==> src/rtl/hf_tx_pkg.sv <==
// Shared types and default timing for the ISO14443-A reader-side
// Modified-Miller frame encoder.
package hf_tx_pkg;

  // 13.56 MHz carrier, 106 kbit/s: 128 carrier cycles per bit slot
  localparam int DEF_BIT_CYCLES   = 128;
  localparam int DEF_PAUSE_CYCLES = 32;

  // Modified-Miller slot shapes
  //   X: pause in the second half, Y: no pause, Z: pause at slot start
  typedef enum logic [1:0] {SEQ_X, SEQ_Y, SEQ_Z} seq_t;

  typedef enum logic [2:0] {
    ST_IDLE,
    ST_SOF,
    ST_DATA,
    ST_PARITY,
    ST_EOF0,
    ST_EOF1
  } tx_state_t;

  // A 1 is always X. A 0 is Z when it follows a 0 (or SOF), else Y,
  // so two pauses never land closer than half a slot.
  function automatic seq_t miller_seq(input logic bit_val, input logic prev_zero);
    if (bit_val)        return SEQ_X;
    else if (prev_zero) return SEQ_Z;
    else                return SEQ_Y;
  endfunction

endpackage

==> src/rtl/miller_slot_timer.sv <==
// Bit-slot timer: counts carrier cycles within one slot and renders the
// registered pause waveform for the sequence loaded at slot start.
module miller_slot_timer
  import hf_tx_pkg::*;
#(
  parameter int BIT_CYCLES   = DEF_BIT_CYCLES,
  parameter int PAUSE_CYCLES = DEF_PAUSE_CYCLES
) (
  input  logic clk,
  input  logic rst,
  input  logic start,
  input  seq_t seq_in,
  output logic mod_pause,
  output logic slot_end,
  output logic pre_end
);

  localparam int CW = (BIT_CYCLES > 2) ? $clog2(BIT_CYCLES) : 1;
  localparam logic [CW-1:0] LAST_C  = CW'(BIT_CYCLES - 1);
  localparam logic [CW-1:0] PRE_C   = CW'(BIT_CYCLES - 2);
  localparam logic [CW-1:0] HALF_C  = CW'(BIT_CYCLES / 2);
  localparam logic [CW-1:0] PAUSE_C = CW'(PAUSE_CYCLES);
  localparam logic [CW-1:0] XEND_C  = CW'(BIT_CYCLES / 2 + PAUSE_CYCLES);

  logic [CW-1:0] cnt;
  logic          active;
  seq_t          seq;

  // Pause level for a given sequence at slot position c
  function automatic logic pause_at(input seq_t s, input logic [CW-1:0] c);
    case (s)
      SEQ_Z:   pause_at = (c < PAUSE_C);
      SEQ_X:   pause_at = (c >= HALF_C) && (c < XEND_C);
      default: pause_at = 1'b0;
    endcase
  endfunction

  // slot_end marks the final cycle of a slot; pre_end the one before it,
  // which lets the owner register outputs that must be high on slot_end.
  assign slot_end = active && (cnt == LAST_C);
  assign pre_end  = active && (cnt == PRE_C);

  // Slot counter and pause register. mod_pause is computed from the
  // counter value it will accompany, so a slot's first cycle already
  // shows the correct level.
  always_ff @(posedge clk) begin
    if (rst) begin
      cnt       <= '0;
      active    <= 1'b0;
      seq       <= SEQ_Y;
      mod_pause <= 1'b0;
    end else if (start) begin
      cnt       <= '0;
      active    <= 1'b1;
      seq       <= seq_in;
      mod_pause <= pause_at(seq_in, '0);
    end else if (slot_end) begin
      cnt       <= '0;
      active    <= 1'b0;
      mod_pause <= 1'b0;
    end else if (active) begin
      cnt       <= cnt + CW'(1);
      mod_pause <= pause_at(seq, cnt + CW'(1));
    end
  end

endmodule

==> src/rtl/hf_miller_tx_encoder.sv <==
// ISO14443-A reader frame encoder: turns a byte stream into the
// Modified-Miller pause waveform (SOF, data, optional odd parity, EOF).
module hf_miller_tx_encoder
  import hf_tx_pkg::*;
#(
  parameter int BIT_CYCLES   = DEF_BIT_CYCLES,
  parameter int PAUSE_CYCLES = DEF_PAUSE_CYCLES
) (
  input  logic       ck_1356meg,
  input  logic       rst,
  input  logic [7:0] s_data,
  input  logic       s_valid,
  input  logic       s_last,
  output logic       s_ready,
  input  logic       short_frame,
  input  logic       parity_en,
  output logic       mod_pause,
  output logic       busy,
  output logic       frame_done,
  output logic       underrun
);

  tx_state_t  state;
  logic [7:0] byte_q;
  logic [2:0] bit_idx;
  logic [2:0] last_bit;
  logic       short_q;
  logic       par_q;
  logic       last_q;
  logic       prev_zero;
  logic       ready_q;

  logic       slot_end;
  logic       pre_end;
  logic       start;
  logic       eob;
  logic       take;
  logic       use_map;
  logic       bit_nxt;
  logic       byte_tail;
  seq_t       seq_nxt;

  // ready_q is preset during reset so s_ready rises on the first free
  // cycle; the mask keeps it low while rst is held.
  assign s_ready  = ready_q & ~rst;
  assign take     = ready_q & s_valid;
  assign last_bit = short_q ? 3'd6 : 3'd7;

  // Final slot of a byte that must be followed by another byte
  // (or reported as an underrun)
  assign byte_tail = !short_q && !last_q &&
                     ((state == ST_DATA && bit_idx == last_bit && !par_q) ||
                      state == ST_PARITY);

  // Pick what the next slot carries; slots chain back-to-back, so the
  // decision is made on the last cycle of the current slot.
  always_comb begin
    start   = 1'b0;
    eob     = 1'b0;
    use_map = 1'b0;
    bit_nxt = 1'b0;
    seq_nxt = SEQ_Y;
    case (state)
      ST_IDLE: begin
        start   = take;
        seq_nxt = SEQ_Z;
      end
      ST_SOF: if (slot_end) begin
        start   = 1'b1;
        use_map = 1'b1;
        bit_nxt = byte_q[0];
      end
      ST_DATA: if (slot_end) begin
        start   = 1'b1;
        use_map = 1'b1;
        if (bit_idx != last_bit)       bit_nxt = byte_q[bit_idx + 3'd1];
        else if (par_q && !short_q)    bit_nxt = ~^byte_q;
        else                           eob     = 1'b1;
      end
      ST_PARITY: if (slot_end) begin
        start   = 1'b1;
        use_map = 1'b1;
        eob     = 1'b1;
      end
      ST_EOF0: if (slot_end) begin
        start   = 1'b1;
        seq_nxt = SEQ_Y;
      end
      default: ;
    endcase
    // End of byte: either the next byte's bit 0 or the EOF logic 0
    if (eob) bit_nxt = take ? s_data[0] : 1'b0;
    if (use_map) seq_nxt = miller_seq(bit_nxt, prev_zero);
  end

  // Frame FSM, byte/bit tracking and registered status outputs
  always_ff @(posedge ck_1356meg) begin
    if (rst) begin
      state      <= ST_IDLE;
      byte_q     <= '0;
      bit_idx    <= '0;
      short_q    <= 1'b0;
      par_q      <= 1'b0;
      last_q     <= 1'b0;
      prev_zero  <= 1'b0;
      ready_q    <= 1'b1;
      busy       <= 1'b0;
      frame_done <= 1'b0;
      underrun   <= 1'b0;
    end else begin
      frame_done <= 1'b0;
      underrun   <= 1'b0;
      // SOF counts as a zero for the following element
      if (start) prev_zero <= (state == ST_IDLE) | ~bit_nxt;
      case (state)
        ST_IDLE: if (start) begin
          byte_q  <= s_data;
          short_q <= short_frame;
          par_q   <= parity_en;
          last_q  <= s_last;
          bit_idx <= '0;
          ready_q <= 1'b0;
          busy    <= 1'b1;
          state   <= ST_SOF;
        end
        ST_SOF: if (slot_end) begin
          state   <= ST_DATA;
          bit_idx <= '0;
        end
        ST_DATA: if (slot_end && !eob) begin
          if (bit_idx != last_bit) bit_idx <= bit_idx + 3'd1;
          else                     state   <= ST_PARITY;
        end
        ST_EOF0: if (slot_end) state <= ST_EOF1;
        ST_EOF1: if (slot_end) begin
          state      <= ST_IDLE;
          busy       <= 1'b0;
          frame_done <= 1'b1;
          ready_q    <= 1'b1;
        end
        default: ;
      endcase
      // Byte boundary: chain the next byte or close the frame
      if (eob) begin
        ready_q <= 1'b0;
        if (take) begin
          byte_q  <= s_data;
          last_q  <= s_last;
          bit_idx <= '0;
          state   <= ST_DATA;
        end else begin
          state    <= ST_EOF0;
          underrun <= !short_q && !last_q;
        end
      end
      // Open the input window for exactly the byte's last cycle
      if (pre_end && byte_tail) ready_q <= 1'b1;
    end
  end

  miller_slot_timer #(
    .BIT_CYCLES  (BIT_CYCLES),
    .PAUSE_CYCLES(PAUSE_CYCLES)
  ) u_timer (
    .clk      (ck_1356meg),
    .rst      (rst),
    .start    (start),
    .seq_in   (seq_nxt),
    .mod_pause(mod_pause),
    .slot_end (slot_end),
    .pre_end  (pre_end)
  );

endmodule
==> config.mk <==
export PLATFORM = sky130hd
export DESIGN_NAME = hf_miller_tx_encoder
export DESIGN_NICKNAME = d
export VERILOG_FILES = /design/src/rtl/hf_tx_pkg.sv /design/src/rtl/miller_slot_timer.sv /design/src/rtl/hf_miller_tx_encoder.sv
export SDC_FILE = /design/constraint.sdc
export NUM_CORES = 1
export LEC_CHECK = 0
export BUFFER_PORTS_ARGS = -buffer_cell sky130_fd_sc_hd__buf_2
export CORE_MARGIN = 1
export CORE_UTILIZATION = 55
export CTS_BUF_LIST = sky130_fd_sc_hd__clkbuf_16
export DETAILED_ROUTE_END_ITERATION = 7
export PLACE_DENSITY = 0.75
export SYNTH_ARGS = -nofsm -noshare
export SYNTH_HDL_FRONTEND = slang
export SYNTH_SLANG_ARGS = --single-unit
==> constraint.sdc <==
create_clock -name ck_1356meg -period 2.9 [get_ports ck_1356meg]
set_clock_uncertainty 0.15 [all_clocks]
set_input_delay 0.725 -clock ck_1356meg [delete_from_list [all_inputs] [get_ports ck_1356meg]]
set_output_delay 0.725 -clock ck_1356meg [all_outputs]
set_load 0.005 [all_outputs]
==> flow_metrics.env <==
export IMPL_status="complete, no violations"
export IMPL_cts_tree="built"
export IMPL_synth_compound_area_share_pct=17.02
export IMPL_vias=1617
export IMPL_drv_cap=0
export IMPL_reg2reg_slack_ns=0.39
export IMPL_period_minus_slack_ns=2.505
export IMPL_grt_pass1_wl_mm=7.031
export IMPL_syn_area_um2=1815
export IMPL_path_buf_inv=0
export IMPL_synthAdderAreaFrac_pct=2.068
export IMPL_grt_use_met1_pct=38.11
export IMPL_coreArea_um2=3103
export IMPL_power_density_nw_per_um2=628.4
export IMPL_hold_depth=1
export IMPL_critPathTopFamily="simple AND/OR/NAND/NOR gates"
export IMPL_grt_overflow=0
export IMPL_syn_inst=216
export IMPL_ys_ff_latch=33
export IMPL_htree_num_levels=2
export IMPL_io_buffers=18
export IMPL_yosysTopAreaCell="dfxtp_1"
export IMPL_r2r_end="byte_q[3]$_SDFF_PP0_"
export IMPL_crit_type="flip-flop to flip-flop"
export IMPL_crit_slowest_cell="dfxtp_1"
export IMPL_cp_start_kind="flip-flop"
export IMPL_final_setup_viol_count=0
export IMPL_area_growth_pct=14.27
export IMPL_tightest_slew_ns=0.6921
export IMPL_path_common_cell="nor2_1"
export IMPL_p_leak_nw=0.8598
export IMPL_crit_arrival_ns=2.51
export IMPL_setup_tns_ns=0
export IMPL_worstHoldStart="last_q$_SDFF_PP0_"
export IMPL_via_per_inst=5.817
export IMPL_dp_hpwl_mm=2.918
export IMPL_synth_xor_area_share_pct=8.684
export IMPL_fin_area_um2=2074
export IMPL_regToRegStartpoint="u_timer.cnt[0]$_SDFFE_PP0P_"
export IMPL_grt_max_degree=29
export IMPL_ios=19
export IMPL_setup_ws_ns=0.3948
export IMPL_start_util_pct=58.51
export IMPL_nNetsFinal=250
export IMPL_async_reset_ff_share_pct=0
export IMPL_hold_class="flip-flop to flip-flop"
export IMPL_layout_drive_gt1_share_pct=15.81
export IMPL_ys_warn_count=0
export IMPL_track_usage_pct=27.19
export IMPL_place_congestion=0.8963
export IMPL_avgRoutedWirePerCell_um=14.95
export IMPL_worstSetupEndpointType="flip-flop"
export IMPL_synth_cell_types=45
export IMPL_numCtsBuffers=5
export IMPL_grt_use_met2_pct=39.97
export IMPL_fmax_mhz=399.2
export IMPL_grt_busiest_layer="met2"
export IMPL_critical_path_cell_chain="ha_1 > nand2_1 > or3_1 > nor2_1 > a21oi_2 > mux2i_1 > nor2_1"
export IMPL_synthMuxAreaShare_pct=9.097
export IMPL_synth_yosys_seq_area_share_pct=36.39
export IMPL_drc=0
export IMPL_cts_clk_slew_worst_paths_ns=0.05
export IMPL_syn_num_nets=233
export IMPL_post_route_period_util_pct=86.39
export IMPL_holdPathEnd="underrun$_SDFF_PP0_"
export IMPL_dieArea_um2=3535
export IMPL_synthTopCellsByArea="dfxtp_1, nor2_1, mux2i_1"
export IMPL_clockBufferDepth=2
export IMPL_clock_sinks=33
export IMPL_hold_viol_final=0
export IMPL_rsz0062_at_grt="false"
export IMPL_n_antenna_cell=0
export IMPL_core_rowCount=20
export IMPL_synth_edf_count=0
export IMPL_synth_ff_type="dfxtp_1"
export IMPL_relSlewSlack_pct=53.86
export IMPL_dr_pass1_iters=5
export IMPL_clk_latency_ns=0.28
export IMPL_root_buffer="clkbuf_16"
export IMPL_synth_top_family_by_area="simple AND/OR/NAND/NOR gates"
export IMPL_ir_drop_mv=0.4973
export IMPL_use_met3_pct=6.987
export IMPL_worstPathMaxFanout=9
export IMPL_critPathMaxStageDelay_ns=0.43
export IMPL_n_fill_cell=269
export IMPL_syn_area_per_cell_um2=8.405
export IMPL_critPathRequiredTime_ns=2.91
export IMPL_finalPower_w=0.001304
export IMPL_postRouteAntennaNets=0
export IMPL_grt_pass1_vias=1442
export IMPL_die_y_um=59.46
export IMPL_yosys_area_share_simple_pct=22.40
export IMPL_synth_top_area_share_pct=36.39
export IMPL_reg2reg_depth=7
export IMPL_drt_initial_drc_count=152
export IMPL_antenna_found_initial=0
export IMPL_utilization_pct=66.85
export IMPL_placed_area_um2=1931
export IMPL_drv_slew=0
export IMPL_routed_wl_mm=4.157
export IMPL_place_ws_ns=0.1118
export IMPL_die_width_um=59.46
-- final cells by class --
| type | instances | area (um2) | share of cell area (%) |
|---|---|---|---|
| clock buffers | 5 | 125.1 | 6.031 |
| clock inverters | 3 | 15.01 | 0.7238 |
| inverters | 3 | 11.26 | 0.5428 |
| multi-input cells | 167 | 1080 | 52.05 |
| flip-flops and latches | 33 | 660.6 | 31.85 |
| well taps | 44 | 55.05 | 2.654 |
| repair buffers | 23 | 127.6 | 6.152 |
-- synthesized netlist by cell type, drive strengths merged (2+ instances only) --
master  instances
nor3            3
nor3b           2
mux4            2
a211o           2
nor4            2
buf             5
o31ai           2
dfxtp          33
nand4           2
clkbuf          8
nor2           35
a21o            2
nand2b          4
nand2          12
a31oi           2
mux2i          12
xnor2          11
o21a            2
o21ai          13
or3             7
inv             3
and3            2
nor2b           3
a211oi          2
ha              3
and2            2
a21oi          18
nand3           5
xor2            7
-- layer usage --
metal,vias to the layer above,routed length [um],share of wire [%]
met2,54,1896,46
met5,-,0,0
met1,762,1947,47
met3,10,230,5.5
met4,0,83,2.0
li1,791,-,-
-- state kept, by name, summed over array words and instances (netlist names), 2 cells and up --
name	flops
bit_idx	3
byte_q	8
u_timer.cnt	7
u_timer.seq	2
state	3
-- cells in the final DEF (no fill, tap or decap), types with 4 or more instances in the layout --
| cell | instances |
|---|---|
| a21oi_1 | 17 |
| buf_2 | 18 |
| buf_4 | 5 |
| clkbuf_16 | 5 |
| dfxtp_1 | 33 |
| inv_1 | 5 |
| mux2i_1 | 12 |
| nand2_1 | 12 |
| nand2b_1 | 4 |
| nand3_1 | 4 |
| nor2_1 | 34 |
| o21ai_0 | 12 |
| or3_1 | 7 |
| xnor2_1 | 11 |
| xor2_1 | 7 |
-- how the worst max path moves through the flow --
stage,from,slack (ns),cells past startpoint,endpoint
global placement,bit_idx[0]$_SDFF_PP0_,0.28,6,byte_q[3]$_SDFF_PP0_
finish,u_timer.cnt[0]$_SDFFE_PP0P_,0.39,7,byte_q[3]$_SDFF_PP0_
global route,u_timer.cnt[0]$_SDFFE_PP0P_,0.22,7,byte_q[3]$_SDFF_PP0_
detailed placement,bit_idx[0]$_SDFF_PP0_,0.11,6,byte_q[3]$_SDFF_PP0_
floorplan,u_timer.cnt[0]$_SDFFE_PP0P_,0.74,9,byte_q[7]$_SDFF_PP0_
CTS,bit_idx[0]$_SDFF_PP0_,0.06,6,byte_q[3]$_SDFF_PP0_
-- kinds of logic after synthesis --
| group | after synthesis |
|---|---|
| simple gates | 83 |
| mux | 14 |
| fa+ha+maj | 3 |
| xor+xnor | 18 |
| buf+inv | 16 |
| compound gates | 49 |
| flops | 33 |
-- worst reg2reg max path, stage by stage, from the launching register on --
cell	delay [ns]
dfxtp_1	0.43
ha_1	0.29
nand2_1	0.12
or3_1	0.42
nor2_1	0.36
a21oi_2	0.28
mux2i_1	0.27
nor2_1	0.06
-- power by group --
group / switching, W / leakage [nW] / internal, W
clock network: 0.000189 / 0.0724 / 0.000311
logic: 0.000139 / 0.518 / 0.000124
registers: 0.0000479 / 0.270 / 0.000494
-- stage by stage --
stage / instances / hold WS [ns]
3_3_place_gp: 270 / 0.3175
2_1_floorplan: 216 / 0.2704
4_1_cts: 278 / 0.3205
6_report: 278 / 0.3199
5_1_grt: 278 / 0.3397
3_5_place_dp: 270 / 0.3118
-- repair_timing --
action                                  in CTS  in global routing
endpoints found under the setup margin       0                  9
endpoints found under the hold margin        0                  0
gates resized for setup                      0                  1
setup buffers                                0                  0
hold buffers                                 0                  0
(Power assumes the default switching activity.)
